**src/rtl/qupls4_rd_decode_stage_if.sv**
```systemverilog
// Qupls4 Rd-decode stage: shared micro-op/operating-mode types and the stage's handshake bundle.
// slave modport is the stage itself; master modport is whatever drives and consumes it.
package qupls4_rd_pkg;
  typedef enum logic [1:0] {
    OM_USER    = 2'd0,
    OM_SUPER   = 2'd1,
    OM_HYPER   = 2'd2,
    OM_MACHINE = 2'd3
  } operating_mode_t;

  localparam logic [6:0] OP_ADDI    = 7'd4;
  localparam logic [6:0] OP_SUBFI   = 7'd5;
  localparam logic [6:0] OP_CMPI    = 7'd6;
  localparam logic [6:0] OP_CMPUI   = 7'd7;
  localparam logic [6:0] OP_ANDI    = 7'd8;
  localparam logic [6:0] OP_ORI     = 7'd9;
  localparam logic [6:0] OP_XORI    = 7'd10;
  localparam logic [6:0] OP_MULI    = 7'd12;
  localparam logic [6:0] OP_MULUI   = 7'd13;
  localparam logic [6:0] OP_DIVI    = 7'd14;
  localparam logic [6:0] OP_DIVUI   = 7'd15;
  localparam logic [6:0] OP_SHIFT   = 7'd16;
  localparam logic [6:0] OP_CSR     = 7'd17;
  localparam logic [6:0] OP_B0      = 7'd32;
  localparam logic [6:0] OP_B1      = 7'd33;
  localparam logic [6:0] OP_BCC0    = 7'd34;
  localparam logic [6:0] OP_BCC1    = 7'd35;
  localparam logic [6:0] OP_LDB     = 7'd64;
  localparam logic [6:0] OP_LDBZ    = 7'd65;
  localparam logic [6:0] OP_LDW     = 7'd66;
  localparam logic [6:0] OP_LDWZ    = 7'd67;
  localparam logic [6:0] OP_LDT     = 7'd68;
  localparam logic [6:0] OP_LDTZ    = 7'd69;
  localparam logic [6:0] OP_LOAD    = 7'd70;
  localparam logic [6:0] OP_LOADA   = 7'd71;
  localparam logic [6:0] OP_LDV     = 7'd72;
  localparam logic [6:0] OP_AMO     = 7'd73;
  localparam logic [6:0] OP_CMPSWAP = 7'd74;
  localparam logic [6:0] OP_FLTH    = 7'd80;
  localparam logic [6:0] OP_FLTS    = 7'd81;
  localparam logic [6:0] OP_FLTD    = 7'd82;
  localparam logic [6:0] OP_FLTQ    = 7'd83;

  // All formats keep the opcode in [31:25]; the destination field moves per format.
  typedef struct packed {
    logic [6:0]  opcode;
    logic [10:0] imm;
    logic [6:0]  rs1;
    logic [6:0]  rd;
  } alui_fmt_t;

  typedef struct packed {
    logic [6:0] opcode;
    logic [3:0] fn;
    logic [6:0] rd;
    logic [6:0] rs1;
    logic [6:0] rs2;
  } fpu_fmt_t;

  typedef struct packed {
    logic [6:0]  opcode;
    logic [10:0] regno;
    logic [6:0]  rd;
    logic [6:0]  rs1;
  } csr_fmt_t;

  typedef struct packed {
    logic [6:0]  opcode;
    logic [15:0] disp;
    logic [2:0]  rd;
    logic [5:0]  cnd;
  } bsr_fmt_t;

  typedef struct packed {
    logic [6:0]  opcode;
    logic [10:0] disp;
    logic [6:0]  rs1;
    logic [6:0]  rsd;
  } ls_fmt_t;

  typedef union packed {
    alui_fmt_t   alui;
    fpu_fmt_t    fpu;
    csr_fmt_t    csr;
    bsr_fmt_t    bsr;
    ls_fmt_t     ls;
    logic [31:0] raw;
  } micro_op_t;
endpackage

interface qupls4_rd_decode_stage_if
  import qupls4_rd_pkg::*;
#(
  parameter int LANES  = 4,
  parameter int AREG_W = 7
);
  logic                          flush;
  logic                          in_valid;
  logic                          in_ready;
  operating_mode_t               om;
  micro_op_t [LANES-1:0]         instr;
  logic                          out_valid;
  logic                          out_ready;
  logic [LANES-1:0][AREG_W-1:0]  Rd;
  logic [LANES-1:0]              Rdz;
  logic [LANES-1:0]              Rd_dead;
  logic [LANES-1:0]              exc;

  modport slave (
    input  flush, in_valid, om, instr, out_ready,
    output in_ready, out_valid, Rd, Rdz, Rd_dead, exc
  );

  modport master (
    output flush, in_valid, om, instr, out_ready,
    input  in_ready, out_valid, Rd, Rdz, Rd_dead, exc
  );
endinterface

```
**src/rtl/qupls4_rd_decode_stage.sv**
```systemverilog
// Registered multi-lane Rd decode with output register plus one-entry skid buffer.
// Optional same-group WAW marking (Rd_dead) is enabled by defining QUPLS4_RD_WAW_EN.
module qupls4_rd_decode_stage
  import qupls4_rd_pkg::*;
#(
  parameter int LANES       = 4,
  parameter int AREG_W      = 7,
  parameter int USER_RD_MAX = 63
)(
  input  logic                   clk,
  input  logic                   rst_n,
  qupls4_rd_decode_stage_if.slave bus
);
  localparam int W = AREG_W + 3;
  localparam logic [AREG_W-1:0] USER_MAX = AREG_W'(USER_RD_MAX);

  typedef enum logic [1:0] {EMPTY, ONE, TWO} state_t;

  state_t state_reg, state_next;
  logic   accept, retire, in_ready, out_valid;
  logic   load_out_dec, load_out_skid, load_skid;

  logic [LANES-1:0][AREG_W-1:0] dec_rd;
  logic [LANES-1:0]             dec_dead;
  logic [LANES-1:0][W-1:0]      dec_word, out_reg, skid_reg;

  // Per-lane word layout: {dead, exc, rdz, rd}
  for (genvar gi = 0; gi < LANES; gi++) begin : g_lane
    logic [AREG_W-1:0] rd;
    logic [6:0]        opc;
    assign opc = bus.instr[gi].raw[31:25];

    always_comb begin
      rd = '0;
      case (opc)
        OP_FLTH, OP_FLTS, OP_FLTD, OP_FLTQ:
          rd = AREG_W'(bus.instr[gi].fpu.rd);
        OP_CSR:
          rd = AREG_W'(bus.instr[gi].csr.rd);
        OP_ADDI, OP_SUBFI, OP_CMPI, OP_CMPUI, OP_ANDI, OP_ORI, OP_XORI,
        OP_MULI, OP_MULUI, OP_DIVI, OP_DIVUI, OP_SHIFT:
          rd = AREG_W'(bus.instr[gi].alui.rd);
        OP_B0, OP_B1, OP_BCC0, OP_BCC1:
          rd = (bus.instr[gi].bsr.rd == 3'd7) ? '0 : AREG_W'(bus.instr[gi].bsr.rd);
        OP_LDB, OP_LDBZ, OP_LDW, OP_LDWZ, OP_LDT, OP_LDTZ, OP_LOAD, OP_LOADA,
        OP_LDV, OP_AMO, OP_CMPSWAP:
          rd = AREG_W'(bus.instr[gi].ls.rsd);
        default: rd = '0;
      endcase
    end

    assign dec_rd[gi]   = rd;
    assign dec_word[gi] = {dec_dead[gi],
                           (bus.om == OM_USER) && (rd > USER_MAX),
                           rd == '0,
                           rd};

`ifdef QUPLS4_RD_WAW_EN
    always_comb begin
      dec_dead[gi] = 1'b0;
      for (int j = gi + 1; j < LANES; j++)
        if (rd != '0 && dec_rd[j] == rd)
          dec_dead[gi] = 1'b1;
    end
`else
    assign dec_dead[gi] = 1'b0;
`endif

    assign bus.Rd[gi]      = out_reg[gi][AREG_W-1:0];
    assign bus.Rdz[gi]     = out_reg[gi][AREG_W];
    assign bus.exc[gi]     = out_reg[gi][AREG_W+1];
    assign bus.Rd_dead[gi] = out_reg[gi][AREG_W+2];
  end

  always_ff @(posedge clk or negedge rst_n) begin
    if (!rst_n)
      state_reg <= EMPTY;
    else
      state_reg <= state_next;
  end

  always_comb begin
    state_next = state_reg;
    if (bus.flush)
      state_next = EMPTY;
    else begin
      case (state_reg)
        EMPTY:   if (accept) state_next = ONE;
        ONE: begin
          if (accept && !retire)      state_next = TWO;
          else if (retire && !accept) state_next = EMPTY;
        end
        TWO:     if (retire) state_next = ONE;
        default: state_next = EMPTY;
      endcase
    end
  end

  // in_ready depends only on the state register, so out_ready never reaches it combinationally.
  always_comb begin
    in_ready      = (state_reg != TWO);
    out_valid     = (state_reg != EMPTY);
    accept        = bus.in_valid && in_ready;
    retire        = out_valid && bus.out_ready;
    load_out_dec  = accept && ((state_reg == EMPTY) || (state_reg == ONE && retire));
    load_skid     = accept && (state_reg == ONE) && !retire;
    load_out_skid = (state_reg == TWO) && retire;
  end

  assign bus.in_ready  = in_ready;
  assign bus.out_valid = out_valid;

  always_ff @(posedge clk or negedge rst_n) begin
    if (!rst_n) begin
      out_reg  <= '0;
      skid_reg <= '0;
    end else if (!bus.flush) begin
      if (load_out_dec)
        out_reg <= dec_word;
      else if (load_out_skid)
        out_reg <= skid_reg;
      if (load_skid)
        skid_reg <= dec_word;
    end
  end
endmodule

```
**src/flat_wrapper.sv**
```systemverilog
// flat-port wrapper written by rule: the top's interface ports become plain ports
module qupls4_rd_decode_stage_flat import qupls4_rd_pkg::*;
#(
  parameter int LANES       = 4,
  parameter int AREG_W      = 7,
  parameter int USER_RD_MAX = 63
)
  (clk, rst_n, bus_flush, bus_in_valid, bus_om, bus_instr, bus_out_ready, bus_in_ready, bus_out_valid, bus_Rd, bus_Rdz, bus_Rd_dead, bus_exc);
  qupls4_rd_decode_stage_if #(.LANES(LANES), .AREG_W(AREG_W)) bus_i ();
  input  logic clk;
  input  logic rst_n;
  input wire logic [$bits(bus_i.flush)-1:0] bus_flush;
  input wire logic [$bits(bus_i.in_valid)-1:0] bus_in_valid;
  input wire logic [$bits(bus_i.om)-1:0] bus_om;
  input wire logic [$bits(bus_i.instr)-1:0] bus_instr;
  input wire logic [$bits(bus_i.out_ready)-1:0] bus_out_ready;
  output wire logic [$bits(bus_i.in_ready)-1:0] bus_in_ready;
  output wire logic [$bits(bus_i.out_valid)-1:0] bus_out_valid;
  output wire logic [$bits(bus_i.Rd)-1:0] bus_Rd;
  output wire logic [$bits(bus_i.Rdz)-1:0] bus_Rdz;
  output wire logic [$bits(bus_i.Rd_dead)-1:0] bus_Rd_dead;
  output wire logic [$bits(bus_i.exc)-1:0] bus_exc;
  assign bus_i.flush = bus_flush;
  assign bus_i.in_valid = bus_in_valid;
  assign bus_i.om = bus_om;
  assign bus_i.instr = bus_instr;
  assign bus_i.out_ready = bus_out_ready;
  assign bus_in_ready = bus_i.in_ready;
  assign bus_out_valid = bus_i.out_valid;
  assign bus_Rd = bus_i.Rd;
  assign bus_Rdz = bus_i.Rdz;
  assign bus_Rd_dead = bus_i.Rd_dead;
  assign bus_exc = bus_i.exc;
  qupls4_rd_decode_stage #(.LANES(LANES), .AREG_W(AREG_W), .USER_RD_MAX(USER_RD_MAX)) u_core (.clk(clk), .rst_n(rst_n), .bus(bus_i));
endmodule
```
**config.mk**
```make
export PLATFORM = sky130hd
export DESIGN_NAME = qupls4_rd_decode_stage_flat
export DESIGN_NICKNAME = d
export VERILOG_FILES = /design/src/rtl/qupls4_rd_decode_stage_if.sv /design/src/rtl/qupls4_rd_decode_stage.sv /design/src/flat_wrapper.sv
export SDC_FILE = /design/constraint.sdc
export NUM_CORES = 1
export LEC_CHECK = 0
export CELL_PAD_IN_SITES_DETAIL_PLACEMENT = 0
export CELL_PAD_IN_SITES_GLOBAL_PLACEMENT = 1
export CORE_MARGIN = 2
export CORE_UTILIZATION = 31
export CTS_CLUSTER_SIZE = 12
export DETAILED_ROUTE_END_ITERATION = 12
export PLACE_DENSITY = 0.86
export SLEW_MARGIN = 20
export SYNTH_ARGS = -nofsm -noshare
export SYNTH_HDL_FRONTEND = slang
export SYNTH_SLANG_ARGS = --single-unit
export TNS_END_PERCENT = 30
```
**constraint.sdc**
```tcl
create_clock -name clk -period 2.7 [get_ports clk]
set_clock_uncertainty 0.1 [all_clocks]
set_input_delay 0.81 -clock clk [delete_from_list [all_inputs] [get_ports clk]]
set_output_delay 0.81 -clock clk [all_outputs]
set_load 0.02 [all_outputs]
```
### Word-level counts from Yosys, hierarchy flattened

Cells that the tools add are included.

* word-level logic and storage cells: 207
* register bits after elaboration: 78
* output and inout port bits: 42

* mux-type cells: 16
* $lt $le $gt $ge: 4
* bitwise operators: 1
* reductions and logical operators: 39
* eq/ne operators: 138

Operator list (number)
* $eq 7x7->1 const B: 60
* $eq 7x4->1 const B: 28
* $eq 7x3->1 const B: 16
* $eq 7x6->1 const B: 16
* $pmux 7 s4: 4
* $reduce_or 23->1: 4
* $mux 40: 2
* $eq 7x5->1 const B: 8
* $reduce_or 4->1: 8
* $gt 7x6->1 const B: 4
* $logic_not 7->1: 4
* $logic_and 1x1->1: 13
* $eq 3x3->1 const B: 4
* $mux 3: 4
* $mux 2: 5
* $ne 3x2->1 const B: 2
* $pmux 2 s3: 1
* $logic_not 2->1: 2
* $ne 4x2->1 const B: 1
* $reduce_and 2->1: 2
* $reduce_bool 2->1: 2
* $reduce_and 3->1: 1
* $eq 2x1->1 const B: 1
* $eq 2x2->1 const B: 1
* 4 further kinds: 5

### Logic depth before layout (Yosys ltp)

* depth after elaboration: 8
* gate-level depth with buffers: 9

### Worst setup path after synthesis

Ideal clock, no wire load.

* kind: input-to-reg
* start point: input bus_instr[29]
* end point: register u_core.out_reg, in the netlist u_core.bus.Rdz[0]
* data required time: 2.526 ns
* slack: -0.087 ns
* setup time: 0.074 ns
* stages: 7
* data arrival time: 2.613 ns
* cells stage by stage: nor2b_1 and3_2 buf_1 a221o_1 or3_1 or4_4 o21ai_2

* cells in the longest elaborated chain, start to end: 5
* elaborated cells between the ends (all ways): 38

Ends and longest elaborated chain
* from (decl): line flat_wrapper.sv:15 `input wire logic [$bits(bus_i.instr)-1:0] bus_instr;`
* $eq 7x3->1, or another cell as far along: line qupls4_rd_decode_stage.sv:35 `case (opc)`
* $reduce_or 23->1 (no source line) / $reduce_or 4->1 (equally long branches)
* $pmux 7 s4 *: line qupls4_rd_decode_stage.sv:35
* $logic_not 7->1 *: line qupls4_rd_decode_stage.sv:55 `rd == '0,`
* $mux 40 *: line qupls4_rd_decode_stage.sv:118 `if (load_out_dec)`
* to (signal assigned): line qupls4_rd_decode_stage.sv:119 `out_reg <= dec_word;`
* to (signal assigned): line qupls4_rd_decode_stage.sv:121 `out_reg <= skid_reg;`
* to (decl): line qupls4_rd_decode_stage.sv:25 `logic [LANES-1:0][W-1:0] dec_word, out_reg, skid_reg;`

Every way passes the cells marked *; elsewhere a longest branch is shown, timed or not.
A chain may end at the register's enable or synchronous reset.

### Final worst setup path

* start point: input bus_instr[91]
* end point: register u_core.out_reg, in the netlist u_core.bus.Rd[17]

* cells in the longest elaborated chain, start to end: 4
* elaborated cells between the ends (all ways): 37

Ends and longest elaborated chain (line)
* $eq 7x3->1, or another cell as far along: qupls4_rd_decode_stage.sv:35
* $reduce_or 23->1 (no source line) / $reduce_or 4->1 (equally long branches)
* $pmux 7 s4 *: qupls4_rd_decode_stage.sv:35
* $mux 40 *: qupls4_rd_decode_stage.sv:118

Marked as above.

==> summary.md <==
| Metric | Value |
|---|---|
| Outcome | `finished clean` |
| Die Span Y | `122 um` |
| Hold WS | `0.372 ns` |
| Biggest area consumer among synthesized cells | `dfrtp_1` |
| Avg Inst Size Synth | `8.56 um2` |
| Top cells by area, synth | `dfrtp_1 43%, o21ai_0 8.8%, nand2_1 7.6%` |
| Register area | `1850 um2` |
| Drt pass-1 iters | `4` |
| VDD IR max | `0.311 mV` |
| Met3 usage | `3.70%` |
| Share of layout cells above drive strength 1 | `18.4%` |
| Final setup TNS | `0 ns` |
| Pwr dens | `522 nW/um2` |
| DR vias | `4,810` |
| Worst-Skew Late Latency | `0.33 ns` |
| Global-route wire length before repair | `22,600 um` |
| Synthesized flop and latch total | `74` |
| Final Critical Period | `2.67 ns` |
| Vias in the first global route | `4,728` |
| Via/cell ratio | `5.30` |
| Register area share after synthesis | `42.9%` |
| Dpl hpwl | `10,600 um` |
| Crit path DAT | `2.78 ns` |
| Area of the multi-input gates | `2380 um2` |
| Initial Util | `31.5%` |
| GRT Total Usage | `18.8%` |
| Routed length per instance | `15.7 um` |
| Hold-fix buffer count after cts | `0` |
| Largest net degree at the start of global routing | `75` |
| Critical-path maximum fanout | `4` |
| Pleak | `3.07 nW` |
| Largest register FFs | `36` |
| # IOs | `177` |
| ANT nets after route | `0` |
| Final Cycle Share | `99.0%` |
| Crit end category | `register` |
| Synth warn | `0` |
| Root buf cell | `clkbuf_16` |
| Yosys top cell area share | `42.9%` |
| Max Cap Viol | `0` |
| Sequence of cells on the critical path | `clkdlybuf4s50_1 > or2_2 > a22oi_2 > o32ai_2 > buf_4 > a222oi_1 > a21oi_1 > a21o_1` |
| RD Place Congestion | `0.842` |
| Max-Slew Margin vs Limit | `37.7%` |
| Placed Area | `6660 um2` |
| Total grt overflow | `0` |
| EDFF count, synth | `0` |
| Setup violators final | `0` |
| Power, Total | `3.69 mW` |
| Grt peak-use layer | `met2` |
| Ant. Diodes | `0` |
| Routed Wire Length | `14,200 um` |
| Residual DRC | `0` |
| Most frequent cell after synthesis | `nand2_1` |
| Startpoint types | `primary input` |
| Met1 usage | `22.6%` |
| Finished Cell Area | `7070 um2` |
| Worst min-delay path category | `register to register` |
| Final nets | `860` |
| Die span in x | `122 um` |
| Worst path slowest cell | `a222oi_1` |
| Mapped Area | `4320 um2` |
| Worst Path Buf+Inv | `2` |
| Most frequent cells after synthesis | `88 x nand2_1, 76 x o21ai_0, 74 x dfrtp_1, 38 x a21oi_1, 28 x clkbuf_1` |
| Top_reg_cell synth | `dfrtp_1` |
| Synth Instances | `505` |
| Iter 0 DRT Violations | `224` |
| Max Clk Rate | `0.374 GHz` |
| # clock sinks | `74` |
| Slowest stage delay, CP | `0.45 ns` |
| Final hold vios | `0` |
| Die area | `14,900 um2` |
| Max Buffers Root-to-Sink | `2` |
| Cell family with most CP delay | `compound AO/OA/AOI/OAI gates` |
| Worst Path Required | `2.81 ns` |
| Core Area | `13,700 um2` |
| Least-Margin Pin Slew | `0.935 ns` |
| Port buffer count | `156` |
| Cell Rows | `43` |
| CP Class | `primary input to register` |
| Initial antenna violation count | `0` |
| Netlist cell types | `60` |
| Clock-pin transition on the worst setup and hold timing paths | `0.06 ns` |
| Inserted Clock Buffers | `9` |
| Post-synth ARST share | `100%` |
| Met2 GRT Util | `33.3%` |
| CTS tree | `yes` |
| H-tree levels | `3` |
| Fill cell count | `1,256` |
| RSZ-0062 raised after global routing | `yes` |
| Final Slew Violations | `0` |
| Syn-to-layout area delta | `63.7%` |
==> stage by stage <==
| step | setup WS, ns | instances | util [%] |
|---|---|---|---|
| detailed placement | -0.509 | 892 | 48.6 |
| floorplan | 0.00168 | 508 | - |
| global route | -0.0521 | 908 | 51.6 |
| CTS | 0.00752 | 908 | 51.2 |
| finish | 0.0266 | 908 | 51.6 |
| global placement | -0.419 | 892 | 48.6 |
==> worst register-to-register path, delay by kind of cell, from the launching register on <==
kind | cells | cell delay [ns]
AO/OA/AOI/OAI | 1 | 0.33
buffers and inverters | 1 | 0.19
flip-flops | 1 | 0.42
AND/OR/NAND/NOR | 2 | 0.67
==> cells by family after synthesis <==
| group | Yosys count | synth area share [%] |
|---|---|---|
| fa+ha+maj | 1 | 0.290 |
| mux | 10 | 2.43 |
| flops | 74 | 42.9 |
| buf+inv | 43 | 4.29 |
| other cells | 1 | 0.0868 |
| simple gates | 172 | 19.3 |
| compound gates | 204 | 30.8 |
==> routing by layer <==
| metal | part of all wire [%] | wire length, um |
|---|---|---|
| met3 | 7.0 | 995 |
| met5 | 0 | 0 |
| met4 | 2.4 | 335 |
| met1 | 41 | 5810 |
| met2 | 50 | 7070 |
==> where the power goes <==
part | internal, mW | leakage [nW] | switching, mW
Clock | 0.854 | 0.154 | 0.438
Sequential | 1.27 | 0.979 | 0.0907
Combinational | 0.534 | 1.93 | 0.500
Total | 2.66 | 3.07 | 1.03
==> worst paths after layout <==
| path | depth (start not counted) | startpoint | to | slack [ns] |
|---|---|---|---|---|
| worst max register to register | 4 | u_core.state_reg[1]$_DFFE_PN0P_ | u_core.skid_reg[28]$_DFFE_PN0P_ | 0.87 |
| min in group asynchronous | 1 | rst_n | u_core.bus.Rd[15]$_DFFE_PN0P_ | 0.52 |
| worst min-delay path | 2 | u_core.skid_reg[13]$_DFFE_PN0P_ | u_core.skid_reg[13]$_DFFE_PN0P_ | 0.37 |
| worst min register to register | 2 | u_core.skid_reg[13]$_DFFE_PN0P_ | u_core.skid_reg[13]$_DFFE_PN0P_ | 0.37 |
| worst max-delay path | 8 | bus_instr[91] | u_core.bus.Rd[17]$_DFFE_PN0P_ | 0.03 |
| max in group asynchronous | 1 | rst_n | u_core.bus.Rd[4]$_DFFE_PN0P_ | 1.36 |
==> repair_timing <==
item                                   in CTS  in global routing
setup buffers                               1                  0
gates resized for setup                    14                 12
endpoints found under the hold margin       0                  0
pin swaps                                   3                  6
gates cloned                                0                  0
setup endpoints to repair                   9                 20
==> layout make-up <==
type	instances	area share [%]
Clock buffer	11	3.57
Timing Repair Buffer	241	32.0
Clock inverter	4	1.06
Tap cell	180	3.18
Multi-Input combinational cell	391	33.7
Sequential cell	74	26.2
Inverter	7	0.371
==> cell usage in the layout (no fill, tap or decap), drive strengths merged, types with 7 or more instances in the layout <==
cell	n
inv	7
clkdlybuf4s50	147
a21oi	38
buf	86
dfrtp	74
clkbuf	11
o41ai	7
a211oi	13
or4	7
nand2	88
o21ai	78
a21o	11
nand3	12
nor2	18
a22o	8
(Power assumes the default switching activity.)
